### src/rtl/hilihase_event_sched.sv
// hilihase_event_sched
//
// Scheduler between DUT signals and the co-simulation host bridge.
// Watches NUM_SIG one-bit signals for value changes. Each change is
// timestamped against a time-slot counter. Changes leave one at a time
// on a valid/ready event channel, chosen by round-robin. In the other
// direction, host drive commands (id, value) update a bank of drive
// outputs. Ids run from 1 to NUM_SIG; id 0 is reserved.
//
// Ports:
//   clk, rst_n      single clock, asynchronous active-low reset
//   tick            time-slot pulse, advances time_cnt
//   sig_in          monitored signals, bit i has id i+1
//   ev_valid/ready  event handshake
//   ev_id           id of the changed signal
//   ev_val          new value of the signal
//   ev_time         time slot of the change
//   ev_lost         an earlier change of this signal was overwritten
//   drv_valid/ready drive command handshake (ready is 1 after reset)
//   drv_id          drive command target id
//   drv_val         drive command value
//   drv_out         driven values, bit i has id i+1
//   drv_err         one-cycle pulse for an out-of-range drive id
//   time_cnt        current time slot
module hilihase_event_sched #(
    parameter int NUM_SIG = 5,
    parameter int ID_W    = 3,
    parameter int TIME_W  = 32
) (
    input  logic               clk,
    input  logic               rst_n,
    input  logic               tick,
    input  logic [NUM_SIG-1:0] sig_in,
    output logic               ev_valid,
    input  logic               ev_ready,
    output logic [ID_W-1:0]    ev_id,
    output logic               ev_val,
    output logic [TIME_W-1:0]  ev_time,
    output logic               ev_lost,
    input  logic               drv_valid,
    output logic               drv_ready,
    input  logic [ID_W-1:0]    drv_id,
    input  logic               drv_val,
    output logic [NUM_SIG-1:0] drv_out,
    output logic               drv_err,
    output logic [TIME_W-1:0]  time_cnt
);

    localparam int IDX_W = $clog2(NUM_SIG);
    localparam int SUM_W = IDX_W + 1;

    logic [NUM_SIG-1:0] sig_q;
    logic [NUM_SIG-1:0] pending;
    logic [NUM_SIG-1:0] lost;
    logic [NUM_SIG-1:0] snap_val;
    logic [TIME_W-1:0]  snap_time [NUM_SIG];
    logic [IDX_W-1:0]   rr_ptr;

    logic [NUM_SIG-1:0] change;
    logic [NUM_SIG-1:0] rot;
    logic [NUM_SIG-1:0] gnt_vec;
    logic [IDX_W-1:0]   gnt_idx;
    logic [IDX_W-1:0]   rr_next;
    logic [SUM_W-1:0]   idx_sum;
    logic               gnt_found;
    logic               load_en;
    logic               do_grant;
    logic               drv_id_ok;

    assign change    = sig_in ^ sig_q;
    assign load_en   = !ev_valid || ev_ready;
    assign do_grant  = load_en && gnt_found;
    assign drv_id_ok = (drv_id != '0) && (drv_id <= ID_W'(NUM_SIG));

    // Rotate pending so that bit 0 is the rr_ptr position. The first set
    // bit of rot is then the next index in round-robin order.
    assign rot = NUM_SIG'({pending, pending} >> rr_ptr);

    // Find the first set bit of rot. Its offset is then mapped back to an
    // absolute index modulo NUM_SIG.
    always_comb begin
        gnt_found = 1'b0;
        gnt_idx   = '0;
        idx_sum   = '0;
        for (int k = 0; k < NUM_SIG; k++) begin
            if (!gnt_found && rot[k]) begin
                gnt_found = 1'b1;
                idx_sum   = {1'b0, rr_ptr} + SUM_W'(k);
                if (idx_sum >= SUM_W'(NUM_SIG)) begin
                    idx_sum = idx_sum - SUM_W'(NUM_SIG);
                end
                gnt_idx = idx_sum[IDX_W-1:0];
            end
        end
    end

    always_comb begin
        gnt_vec = '0;
        for (int i = 0; i < NUM_SIG; i++) begin
            gnt_vec[i] = do_grant && (gnt_idx == IDX_W'(i));
        end
        rr_next = (gnt_idx == IDX_W'(NUM_SIG - 1)) ? '0 : gnt_idx + IDX_W'(1);
    end

    // Change tracking and the event output register. The grant reads the
    // old snapshot. So a change that arrives on the granted index in the
    // same cycle stays pending, with its new snapshot and without a lost
    // flag.
    always_ff @(posedge clk or negedge rst_n) begin
        if (!rst_n) begin
            sig_q    <= '0;
            pending  <= '0;
            lost     <= '0;
            snap_val <= '0;
            rr_ptr   <= '0;
            time_cnt <= '0;
            ev_valid <= 1'b0;
            ev_id    <= '0;
            ev_val   <= 1'b0;
            ev_time  <= '0;
            ev_lost  <= 1'b0;
            for (int i = 0; i < NUM_SIG; i++) begin
                snap_time[i] <= '0;
            end
        end else begin
            sig_q    <= sig_in;
            pending  <= (pending & ~gnt_vec) | change;
            lost     <= (lost | (change & pending)) & ~gnt_vec;
            snap_val <= (snap_val & ~change) | (sig_in & change);
            for (int i = 0; i < NUM_SIG; i++) begin
                if (change[i]) begin
                    snap_time[i] <= time_cnt;
                end
            end
            if (tick) begin
                time_cnt <= time_cnt + TIME_W'(1);
            end
            if (load_en) begin
                ev_valid <= gnt_found;
                if (gnt_found) begin
                    ev_id   <= ID_W'(gnt_idx) + ID_W'(1);
                    ev_val  <= snap_val[gnt_idx];
                    ev_time <= snap_time[gnt_idx];
                    ev_lost <= lost[gnt_idx];
                    rr_ptr  <= rr_next;
                end
            end
        end
    end

    // The drive bank takes a command every cycle. An unknown id leaves
    // drv_out unchanged and pulses drv_err.
    always_ff @(posedge clk or negedge rst_n) begin
        if (!rst_n) begin
            drv_out   <= '0;
            drv_err   <= 1'b0;
            drv_ready <= 1'b0;
        end else begin
            drv_ready <= 1'b1;
            drv_err   <= drv_valid && !drv_id_ok;
            for (int i = 0; i < NUM_SIG; i++) begin
                if (drv_valid && (drv_id == ID_W'(i + 1))) begin
                    drv_out[i] <= drv_val;
                end
            end
        end
    end

endmodule

### config.mk
export PLATFORM = sky130hd
export DESIGN_NAME = hilihase_event_sched
export DESIGN_NICKNAME = d
export VERILOG_FILES = /design/src/rtl/hilihase_event_sched.sv
export SDC_FILE = /design/constraint.sdc
export NUM_CORES = 1
export LEC_CHECK = 0
export ABC_AREA = 1
export BUFFER_PORTS_ARGS = -buffer_cell sky130_fd_sc_hd__clkbuf_2
export CAP_MARGIN = 10
export CORE_ASPECT_RATIO = 1.75
export CORE_MARGIN = 8
export CORE_UTILIZATION = 40
export DETAILED_ROUTE_END_ITERATION = 12
export PLACE_DENSITY = 0.66
export RECOVER_POWER = 50
export SLEW_MARGIN = 20
export SYNTH_ARGS = -nofsm -noshare
export SYNTH_HDL_FRONTEND = slang
export SYNTH_SLANG_ARGS = --single-unit
export TNS_END_PERCENT = 100
### constraint.sdc
create_clock -name clk -period 5.4 [get_ports clk]
set_clock_uncertainty 0.05 [all_clocks]
set_input_delay 0.27 -clock clk [delete_from_list [all_inputs] [get_ports clk]]
set_output_delay 0.27 -clock clk [all_outputs]
set_load 0.02 [all_outputs]
==> flow_summary.ini <==
[run_status]
status = finished, violations left
violations = max-capacitance violations, max-slew violations

[clocking]
htreeDepth = 1
cts_tree = yes
numCtsBuffers = 26
cts.repair.resized = 0
cts.sinks = 260
post_cts.repair.setup_buffers = 0
clkLatencyLatePin_ns = 0.54
root_buffer = clkbuf_16
clk_path_buf_depth = 3
holdBufCountCts = 10
path_clk_slew_ns = 0.06

[setup_path]
crit_top_cell = nor2_1
cp_cell_sequence = inv_2, ha_1, inv_1, fa_1, nor2_1, nor2_1, o21ai_0, nor2_1, nor2_1, nand3_2, nor2_4, buf_4, nand4_1, nand2_1, inv_1, nand2_1
timing.rr.start = rr_ptr[0]
ff2ff_path_depth = 16
crit_arrival_ns = 4.40
rrSetupSlack_ns = 1.41
path_buf_inv = 4
startpoint_type = register
crit_family = simple AND/OR/NAND/NOR gates
worst-endpoint-required_ns = 5.81
critPathLaunch = rr_ptr[0]
critical_path_class = reg -> reg
timing.rr.end = ev_time[5]
crit_fanout = 21
worst_setup_path_end_kind = register
slowest_delay_ns = 0.63
critPathSlowestCell = nor2_4

[timing]
tns_ns = 0
maxSlewHeadroom = -1.00
rsz0062_at_grt = no
fmax_ghz = 0.250
final-hold-violation-count = 0
tightestPinTransition_ns = 3.00
period_needed_ns = 3.99
finalCritPeriodShare = 0.739
fin_ws_ns = 1.41
setup_viol = 0
drv_slew = 224

[drt]
antenna_left = 0
num_vias = 10387
dr.pass1.iters = 7
wirelength_um = 34900
drt-initial-drc-count = 626
viasPerCell = 5.09
wl_per_cell_um = 17.1
drc = 0

[synthesis]
syn_nets = 1591
ys_warn_count = 0
synth_edf_count = 0
postSynthAreaPerCell_um2 = 8.00
synthFlopType = dfrtp_1
synthesis.area_um2 = 12500
synth.distinct_cells = 42
synth_seq_cells = 260
ys_async_sr_fraction = 1.00
synthCells = 1567
ys_seq_area_frac = 0.519

[cells_and_area]
diodes = 0
drive_above_1_share = 0.0633
num-nets-final = 1650
fin_cells = 2040
final_util = 0.448
synthToLayoutAreaGrowth_pct = 11.6
fin_area_um2 = 14000

[power_and_ir_drop]
swShare = 0.498
power.switching_mw = 4.62
p_clk_frac = 0.189
leakage_nw = 7.10
p_int_mw = 4.66
power_frac_comb = 0.533
power.density_nw_per_um2 = 664
peakVddDrop_uv = 542
seq_power_share = 0.278

[grt]
antenna_found_initial = 0
grt-ovfl-total = 0
track_usage = 0.190
grt_pass1_vias = 10465
grt_pass1_wl_um = 57100
grt_start_max_net_pins = 157

[hold_path]
holdPathStages = 3
worstHoldEndpoint = drv_out[3]
hp-start = drv_val
hold_class = in -> reg

[placed_design]
gp_congestion = 0.859
numPortBuffers = 90
place_area_um2 = 13200
hpwl_um = 22500
dp_cells = 1984
dp_slack_ns = 1.42

[floorplanning]
dieArea_um2 = 37500
fp.dieW_um = 150
start_util = 0.402
rows = 86
core-area_um2 = 31200
fp.dieH_um = 250
ioPinCount = 91

[job]
cap_violations = 3
[worst register-to-register path: cells and delay by family (launching register included)]
family	cells	cell delay, ns
AND/OR/NAND/NOR	9	1.84
buffers and inverters	4	0.78
flip-flops	1	0.57
adder cells (fa/ha/maj)	2	0.55
AO/OA/AOI/OAI	1	0.16
[kinds of logic (layout without fill, tap and decap cells)]
logic type               Yosys count  after routing  synth area share
flip-flops                       260            260             0.519
other                              1              1          0.000299
adder cells (fa/ha/maj)           10             10            0.0106
multiplexers                      16             16            0.0143
buffers and inverters            188            265            0.0647
XOR/XNOR                          34             34            0.0238
AND/OR/NAND/NOR                  899            899             0.302
AO/OA/AOI/OAI                    159            159            0.0653
[cell usage in the layout (no fill, tap or decap), types with 7 or more instances in the layout]
cell / instances
dlygate4sd3_1: 10
nor4_1: 7
o21ai_0: 88
nand2_1: 635
inv_2: 7
a21oi_1: 58
clkbuf_8: 8
xor2_1: 31
nor3_1: 10
nand3_1: 101
nor2_1: 78
dfrtp_1: 260
buf_4: 11
mux2_2: 15
clkbuf_16: 27
nand4_1: 42
inv_1: 91
clkbuf_1: 92
ha_1: 9
[layer usage]
layer,global-route usage,share of wire
met5,0,0
met4,0.0674,0.030
met3,0.0204,0.037
met2,0.349,0.53
met1,0.220,0.40
[sequential cells by signal, indices dropped and copies added (netlist names), named ones only]
| register | count |
|---|---|
| drv_err | 1 |
| drv_out | 5 |
| drv_ready | 1 |
| ev_id | 3 |
| ev_lost | 1 |
| ev_time | 32 |
| ev_val | 1 |
| ev_valid | 1 |
| lost | 5 |
| pending | 5 |
| rr_ptr | 3 |
| sig_q | 5 |
| snap_time | 160 |
| time_cnt | 32 |
[cell usage after synthesis (all sizes together) (3+ instances only)]
cell type | n | share of area
nand3b | 3 | 0.0018
nor3 | 10 | 0.0048
nor4 | 7 | 0.0047
a21oi | 58 | 0.023
ha | 9 | 0.0090
nand3 | 108 | 0.047
xor2 | 31 | 0.022
xnor2 | 3 | 0.0021
inv | 99 | 0.030
mux2 | 15 | 0.013
o21a | 3 | 0.0018
dfrtp | 260 | 0.52
a31oi | 4 | 0.0020
nand4 | 43 | 0.023
buf | 50 | 0.023
clkinv | 6 | 0.0018
nand2 | 640 | 0.19
nor2 | 82 | 0.026
o21ai | 90 | 0.036
clkbuf | 33 | 0.0099
or2 | 6 | 0.0030
[power by group through the flow]
stage                     combinational [mW]  sequential (mW)  clock [mW]
final                                   4.95             2.58        1.76
after global routing                    5.63             2.63        1.86
after CTS                               5.03             2.58        1.80
after detailed placement                4.99             2.61           0
after global placement                  4.97             2.61           0
after floorplan                         3.63             2.69           0
[layout make-up]
type | count | area (µm²)
clock inverters | 5 | 27.5
repair buffers | 114 | 556
well taps | 396 | 495
flip-flops and latches | 260 | 6510
inverters | 105 | 397
multi-input cells | 1119 | 5200
clock buffers | 41 | 808
fillers | 3175 | 17200
[worst max path at each step]
stage	end	slack, ns	cells after the start
global placement	ev_time[21]	1.53	16
CTS	ev_time[5]	1.41	16
finish	ev_time[5]	1.41	16
detailed placement	ev_time[5]	1.42	16
global route	ev_time[11]	1.10	16
floorplan	ev_time[22]	2.88	18
[metrics by stage]
step | hold WS (ns) | power [mW]
floorplan | -0.0756 | 6.33
global placement | 0.321 | 7.57
detailed placement | 0.315 | 7.61
CTS | 0.000774 | 9.41
global route | 0.0242 | 10.1
finish | 0.0186 | 9.29
Power figures use the tool's default switching activity.
